$ cat src/rtl/i2s_sample_rx_pkg.sv
// Shared definitions for the I2S sample receiver: word size, channel encodings
// and the receive FSM state type.
package i2s_sample_rx_pkg;

    localparam int unsigned I2S_WORD_BITS = 16;

    localparam logic CH_LEFT  = 1'b0;
    localparam logic CH_RIGHT = 1'b1;

    typedef enum logic [1:0] {
        StIdle  = 2'd0,
        StSkip  = 2'd1,
        StShift = 2'd2,
        StWait  = 2'd3
    } rx_state_e;

endpackage

$ cat src/rtl/bit_sync.sv
// Multi-stage flip-flop synchroniser bringing one asynchronous bit into the
// clock domain; resets to 0.
module bit_sync #(
    parameter int unsigned SYNC_STAGES = 2
) (
    input  logic clock,
    input  logic reset,
    input  logic din,
    output logic dout
);

    logic [SYNC_STAGES-1:0] sync_q;

    always_ff @(posedge clock or posedge reset) begin
        if (reset) begin
            sync_q <= '0;
        end else begin
            sync_q <= {sync_q[SYNC_STAGES-2:0], din};
        end
    end

    assign dout = sync_q[SYNC_STAGES-1];

endmodule

$ cat src/rtl/i2s_sample_rx.sv
// One-channel I2S deserialiser feeding the filter bank: captures 16-bit words and
// issues them as 1-clock strobes no closer than MIN_GAP clocks apart.
module i2s_sample_rx
    import i2s_sample_rx_pkg::*;
#(
    parameter int unsigned SYNC_STAGES = 2,
    parameter int unsigned CHANNEL     = 0,
    parameter int unsigned MIN_GAP     = 64
) (
    input  logic                            clock,
    input  logic                            reset,
    input  logic                            sclk,
    input  logic                            lrck,
    input  logic                            sdata,
    input  logic                            ovr_clear,
    output logic signed [I2S_WORD_BITS-1:0] dataout,
    output logic                            dout_enable,
    output logic                            overrun,
    output logic                            short_frame
);

    localparam int unsigned GapW = $clog2(MIN_GAP + 1);
    localparam int unsigned CntW = $clog2(I2S_WORD_BITS);
    localparam logic CaptureLevel = (CHANNEL == 0) ? CH_LEFT : CH_RIGHT;

    logic sclk_s, lrck_s, sdata_s;
    logic sclk_prev_q, lrck_prev_q;
    logic sclk_rise, lrck_edge, enter_chan;

    rx_state_e state_q, state_d;
    logic      shift_en, word_done, short_evt;

    logic [CntW-1:0]            bit_cnt_q;
    logic                       last_bit;
    logic [I2S_WORD_BITS-2:0]   shift_q;
    logic [I2S_WORD_BITS-1:0]   word_in;
    logic [I2S_WORD_BITS-1:0]   hold_q;
    logic                       pending_q;
    logic [GapW-1:0]            gap_q;
    logic                       issue;

    bit_sync #(.SYNC_STAGES(SYNC_STAGES)) u_sync_sclk (
        .clock (clock),
        .reset (reset),
        .din   (sclk),
        .dout  (sclk_s)
    );

    bit_sync #(.SYNC_STAGES(SYNC_STAGES)) u_sync_lrck (
        .clock (clock),
        .reset (reset),
        .din   (lrck),
        .dout  (lrck_s)
    );

    bit_sync #(.SYNC_STAGES(SYNC_STAGES)) u_sync_sdata (
        .clock (clock),
        .reset (reset),
        .din   (sdata),
        .dout  (sdata_s)
    );

    always_ff @(posedge clock or posedge reset) begin
        if (reset) begin
            sclk_prev_q <= 1'b0;
            lrck_prev_q <= 1'b0;
        end else begin
            sclk_prev_q <= sclk_s;
            lrck_prev_q <= lrck_s;
        end
    end

    assign sclk_rise  = sclk_s & ~sclk_prev_q;
    assign lrck_edge  = lrck_s ^ lrck_prev_q;
    assign enter_chan = lrck_edge && (lrck_s == CaptureLevel);
    assign last_bit   = (bit_cnt_q == CntW'(I2S_WORD_BITS - 1));

    // FSM state register
    always_ff @(posedge clock or posedge reset) begin
        if (reset) begin
            state_q <= StIdle;
        end else begin
            state_q <= state_d;
        end
    end

    // A word-select edge always restarts framing; the same edge may open a new word.
    always_comb begin
        state_d = state_q;
        case (state_q)
            StIdle: begin
                if (enter_chan) state_d = StSkip;
            end
            StSkip: begin
                if (lrck_edge)      state_d = enter_chan ? StSkip : StIdle;
                else if (sclk_rise) state_d = StShift;
            end
            StShift: begin
                if (lrck_edge)                  state_d = enter_chan ? StSkip : StIdle;
                else if (sclk_rise && last_bit) state_d = StWait;
            end
            StWait: begin
                if (lrck_edge) state_d = enter_chan ? StSkip : StIdle;
            end
            default: state_d = StIdle;
        endcase
    end

    always_comb begin
        shift_en  = (state_q == StShift) && !lrck_edge && sclk_rise;
        word_done = shift_en && last_bit;
        short_evt = (state_q == StShift) && lrck_edge;
    end

    assign word_in = {shift_q, sdata_s};
    assign issue   = pending_q && (gap_q == GapW'(MIN_GAP));

    always_ff @(posedge clock or posedge reset) begin
        if (reset) begin
            bit_cnt_q <= '0;
            shift_q   <= '0;
        end else begin
            if (state_q != StShift) begin
                bit_cnt_q <= '0;
            end else if (shift_en) begin
                bit_cnt_q <= bit_cnt_q + CntW'(1);
            end
            if (shift_en) begin
                shift_q <= word_in[I2S_WORD_BITS-2:0];
            end
        end
    end

    // A word completing while an older one issues is not an overrun: both survive.
    always_ff @(posedge clock or posedge reset) begin
        if (reset) begin
            hold_q      <= '0;
            pending_q   <= 1'b0;
            gap_q       <= GapW'(MIN_GAP);
            dataout     <= '0;
            dout_enable <= 1'b0;
            overrun     <= 1'b0;
            short_frame <= 1'b0;
        end else begin
            if (word_done) begin
                hold_q <= word_in;
            end
            if (word_done) begin
                pending_q <= 1'b1;
            end else if (issue) begin
                pending_q <= 1'b0;
            end
            if (issue) begin
                gap_q <= GapW'(1);
            end else if (gap_q != GapW'(MIN_GAP)) begin
                gap_q <= gap_q + GapW'(1);
            end
            if (issue) begin
                dataout <= hold_q;
            end
            dout_enable <= issue;
            if (word_done && pending_q && !issue) begin
                overrun <= 1'b1;
            end else if (ovr_clear) begin
                overrun <= 1'b0;
            end
            if (short_evt) begin
                short_frame <= 1'b1;
            end else if (ovr_clear) begin
                short_frame <= 1'b0;
            end
        end
    end

endmodule
$ cat config.mk
export PLATFORM = sky130hd
export DESIGN_NAME = i2s_sample_rx
export DESIGN_NICKNAME = d
export VERILOG_FILES = /design/src/rtl/i2s_sample_rx_pkg.sv /design/src/rtl/bit_sync.sv /design/src/rtl/i2s_sample_rx.sv
export SDC_FILE = /design/constraint.sdc
export NUM_CORES = 1
export LEC_CHECK = 0
export CAP_MARGIN = 20
export CELL_PAD_IN_SITES_DETAIL_PLACEMENT = 0
export CELL_PAD_IN_SITES_GLOBAL_PLACEMENT = 1
export CORE_ASPECT_RATIO = 2
export CORE_MARGIN = 1
export CORE_UTILIZATION = 55
export CTS_BUF_LIST = sky130_fd_sc_hd__clkbuf_8
export CTS_CLUSTER_DIAMETER = 80
export DETAILED_ROUTE_END_ITERATION = 7
export DONT_BUFFER_PORTS = 1
export PLACE_DENSITY = 0.87
export SLEW_MARGIN = 10
export SYNTH_ARGS = -nofsm -noshare
export SYNTH_HDL_FRONTEND = slang
export SYNTH_SLANG_ARGS = --single-unit
$ cat constraint.sdc
create_clock -name clock -period 2.61 [get_ports clock]
set_input_delay 0.522 -clock clock [delete_from_list [all_inputs] [get_ports clock]]
set_output_delay 0.522 -clock clock [all_outputs]
set_load 0.02 [all_outputs]
==> results.toml <==
[sta]
post-route-period-util_pct = 87.0
hold_slack_ns = 0.0818
worst_pin_slew_ns = 0.965
drv_slew = 0
tns_ns = 0
fmax_mhz = 440
grt_setup_unrepaired = "false"
timing.slew.headroom_pct = 35.7
timing.final.ws_setup_ns = 0.339
min_period_ns = 2.27
hold_violations = 0
skew_ns = 0.00598
setup_viol = 0

[die]
io_pins = 25
die_h_um = 105
dieArea_um2 = 5570
die_w_um = 53.3
num_rows = 37
initial_utilization_pct = 56.8
coreArea_um2 = 5090

[finish]
syn_to_final_growth_pct = 8.96
final_area_um2 = 3150
final_core_util_pct = 61.9
finalNonFillerCells = 264
drive_gt1_share_pct = 34.5
layout.nets = 213
diodes = 0

[grt]
grt_pass1_vias = 1703
antenna_found_initial = 0
grt_max_degree = 29
overflow = 0
grt_usage_pct = 21.2
grt_pass1_wl_um = 8030

[synthesis]
synth_cell_types = 36
ys_seq_area_share_pct = 62.4
synthArstFlopShare_pct = 100
netlist_area_um2 = 2890
syn_area_per_cell_um2 = 15.0
synth_common_cells = "dfrtp_1 (71), mux2_2 (38), nand2_1 (12), mux2_4 (9), inv_1 (8)"
synth_top_area_share_pct = 61.4
synth_top_cell_by_area = "dfrtp_1"
synth-main-ff-cell = "dfrtp_1"
synthCells = 193
yosysMostFrequentCell = "dfrtp_1"
synth-seq-cells = 72
synth_edf_count = 0
synthTopCellsByArea = "dfrtp_1 (61%), mux2_2 (15%), mux2_4 (4.7%)"
synth_fp_nets = 205
synth-warning-count = 0

[clocking]
cts_buffer_depth = 2
ctsResizeCount = 0
clkLatencyLatePin_ns = 0.34
cts_setup_buffers = 0
cts_made_buffers = 9
path_clk_slew_ns = 0.07
tritoncts = "built"
htreeDepth = 3
cts-root-buf = "clkbuf_8"
cts_hold_buf = 0
numClockSinks = 72

[placement]
place.gp.congestion = 0.742
dp.cells = 248
pre_cts_ws_ns = 0.337
hpwl_um = 3410
io_buffer_count = 0
place_area_um2 = 2930

[power_and_ir_drop]
power_leakage_nw = 1.62
ir_worst_vdd_uv = 416
power_density_nw_per_um2 = 694
p_total_mw = 2.19

[drt]
route.met3.wl_um = 195
routed_wl_um = 4840
viasPerCell = 5.69
ant_nets = 0
wl_per_cell_um = 18.3
dr_total_vias = 1502
post-route-drc-count = 0
highest_layer = "met4"
drt_pre_antenna_iters = 4
wl_met2_um = 2680
wl_met1_um = 1840
drtIter0Drc = 27

[setup_path]
max_stage_delay_ns = 0.75
r2r_start = "gap_q[0]$_DFFE_PP0P_"
worstPathMaxFanout = 17
cp-end-kind = "flop"
worst-setup-path-type = "flop to flop"
reg2reg_slack_ns = 0.34
ff2ff_path_depth = 6
crit_required_ns = 2.84
arrival_ns = 2.50
r2r-end = "dataout[11]$_DFFE_PP0N_"
crit_slowest_cell = "or2_1"
cp-start-kind = "flop"
path_cells = "inv_1, ha_1, nor4b_4, nand3b_4, or2_1, mux2_2"

[run]
max_cap_violations = 0

[outcome]
status = "complete, no violations"

[worst_hold_path]
hold_class = "input port to asynchronous set/reset pin"
==> kinds of logic after synthesis <==
logic type      Yosys count  share of synthesized area, %
compound gates           14                          3.59
xor+xnor                  5                          1.51
fa+ha+maj                 6                          2.60
buf+inv                  14                          2.90
flops                    72                          62.4
mux                      49                          20.2
simple gates             33                          6.88
==> worst max-delay path, delay by kind of cell (launching register included) <==
family | cells | cell delay (ns)
flops | 1 | 0.44
simple gates | 3 | 1.01
buf+inv | 1 | 0.07
mux | 1 | 0.42
fa+ha+maj | 1 | 0.20
==> worst max-delay path by stage <==
stage	from	to	depth (start not counted)	slack (ns)
final	gap_q[0]$_DFFE_PP0P_	dataout[11]$_DFFE_PP0N_	6	0.34
after global routing	gap_q[0]$_DFFE_PP0P_	dataout[11]$_DFFE_PP0N_	6	0.24
after CTS	gap_q[0]$_DFFE_PP0P_	dataout[11]$_DFFE_PP0N_	6	0.33
after detailed placement	gap_q[0]$_DFFE_PP0P_	dataout[11]$_DFFE_PP0N_	6	0.34
after global placement	gap_q[0]$_DFFE_PP0P_	dataout[11]$_DFFE_PP0N_	6	0.49
after floorplan	reset	bit_cnt_q[0]$_DFFE_PP0P_	1	0.26
==> per-layer routing <==
layer | vias to the layer above | track usage, %
met5 | - | 0
met4 | 0 | 14.5
met3 | 9 | 5.24
met2 | 28 | 34.4
met1 | 780 | 22.9
li1 | 685 | -
==> power breakdown <==
part	switching [mW]	internal, mW	total (mW)
combinational	0.0510	0.0395	0.0905
clock	0.379	0.541	0.920
sequential	0.0336	1.14	1.18
total	0.464	1.72	2.19
==> registers in the layout, indices dropped and copies added, names as in the netlist <==
signal	cells
dataout	16
hold_q	16
shift_q	15
gap_q	7
bit_cnt_q	4
state_q	2
u_sync_lrck.sync_q	2
u_sync_sclk.sync_q	2
u_sync_sdata.sync_q	2
dout_enable	1
lrck_prev_q	1
overrun	1
pending_q	1
sclk_prev_q	1
short_frame	1
==> layout by cell type (no fill, tap or decap), drive strengths merged, types with 2 or more instances in the layout <==
cell,count
nor2,5
nor2b,2
nand3,3
buf,3
nand2b,2
mux2,47
mux2i,2
and3,3
nand2,12
inv,9
o31ai,3
a21oi,2
xnor2,4
clkbuf,13
o21ai,2
ha,6
dfrtp,71
==> cell type report <==
type	count	area [µm²]
Timing Repair Buffer	3	22.5
Clock inverter	3	38.8
Fill cell	410	1940
Inverter	8	30.0
Tap cell	58	72.6
Multi-Input combinational cell	107	1000
Clock buffer	13	179
Sequential cell	72	1800
No activity file was read; power rests on OpenSTA's default activity.
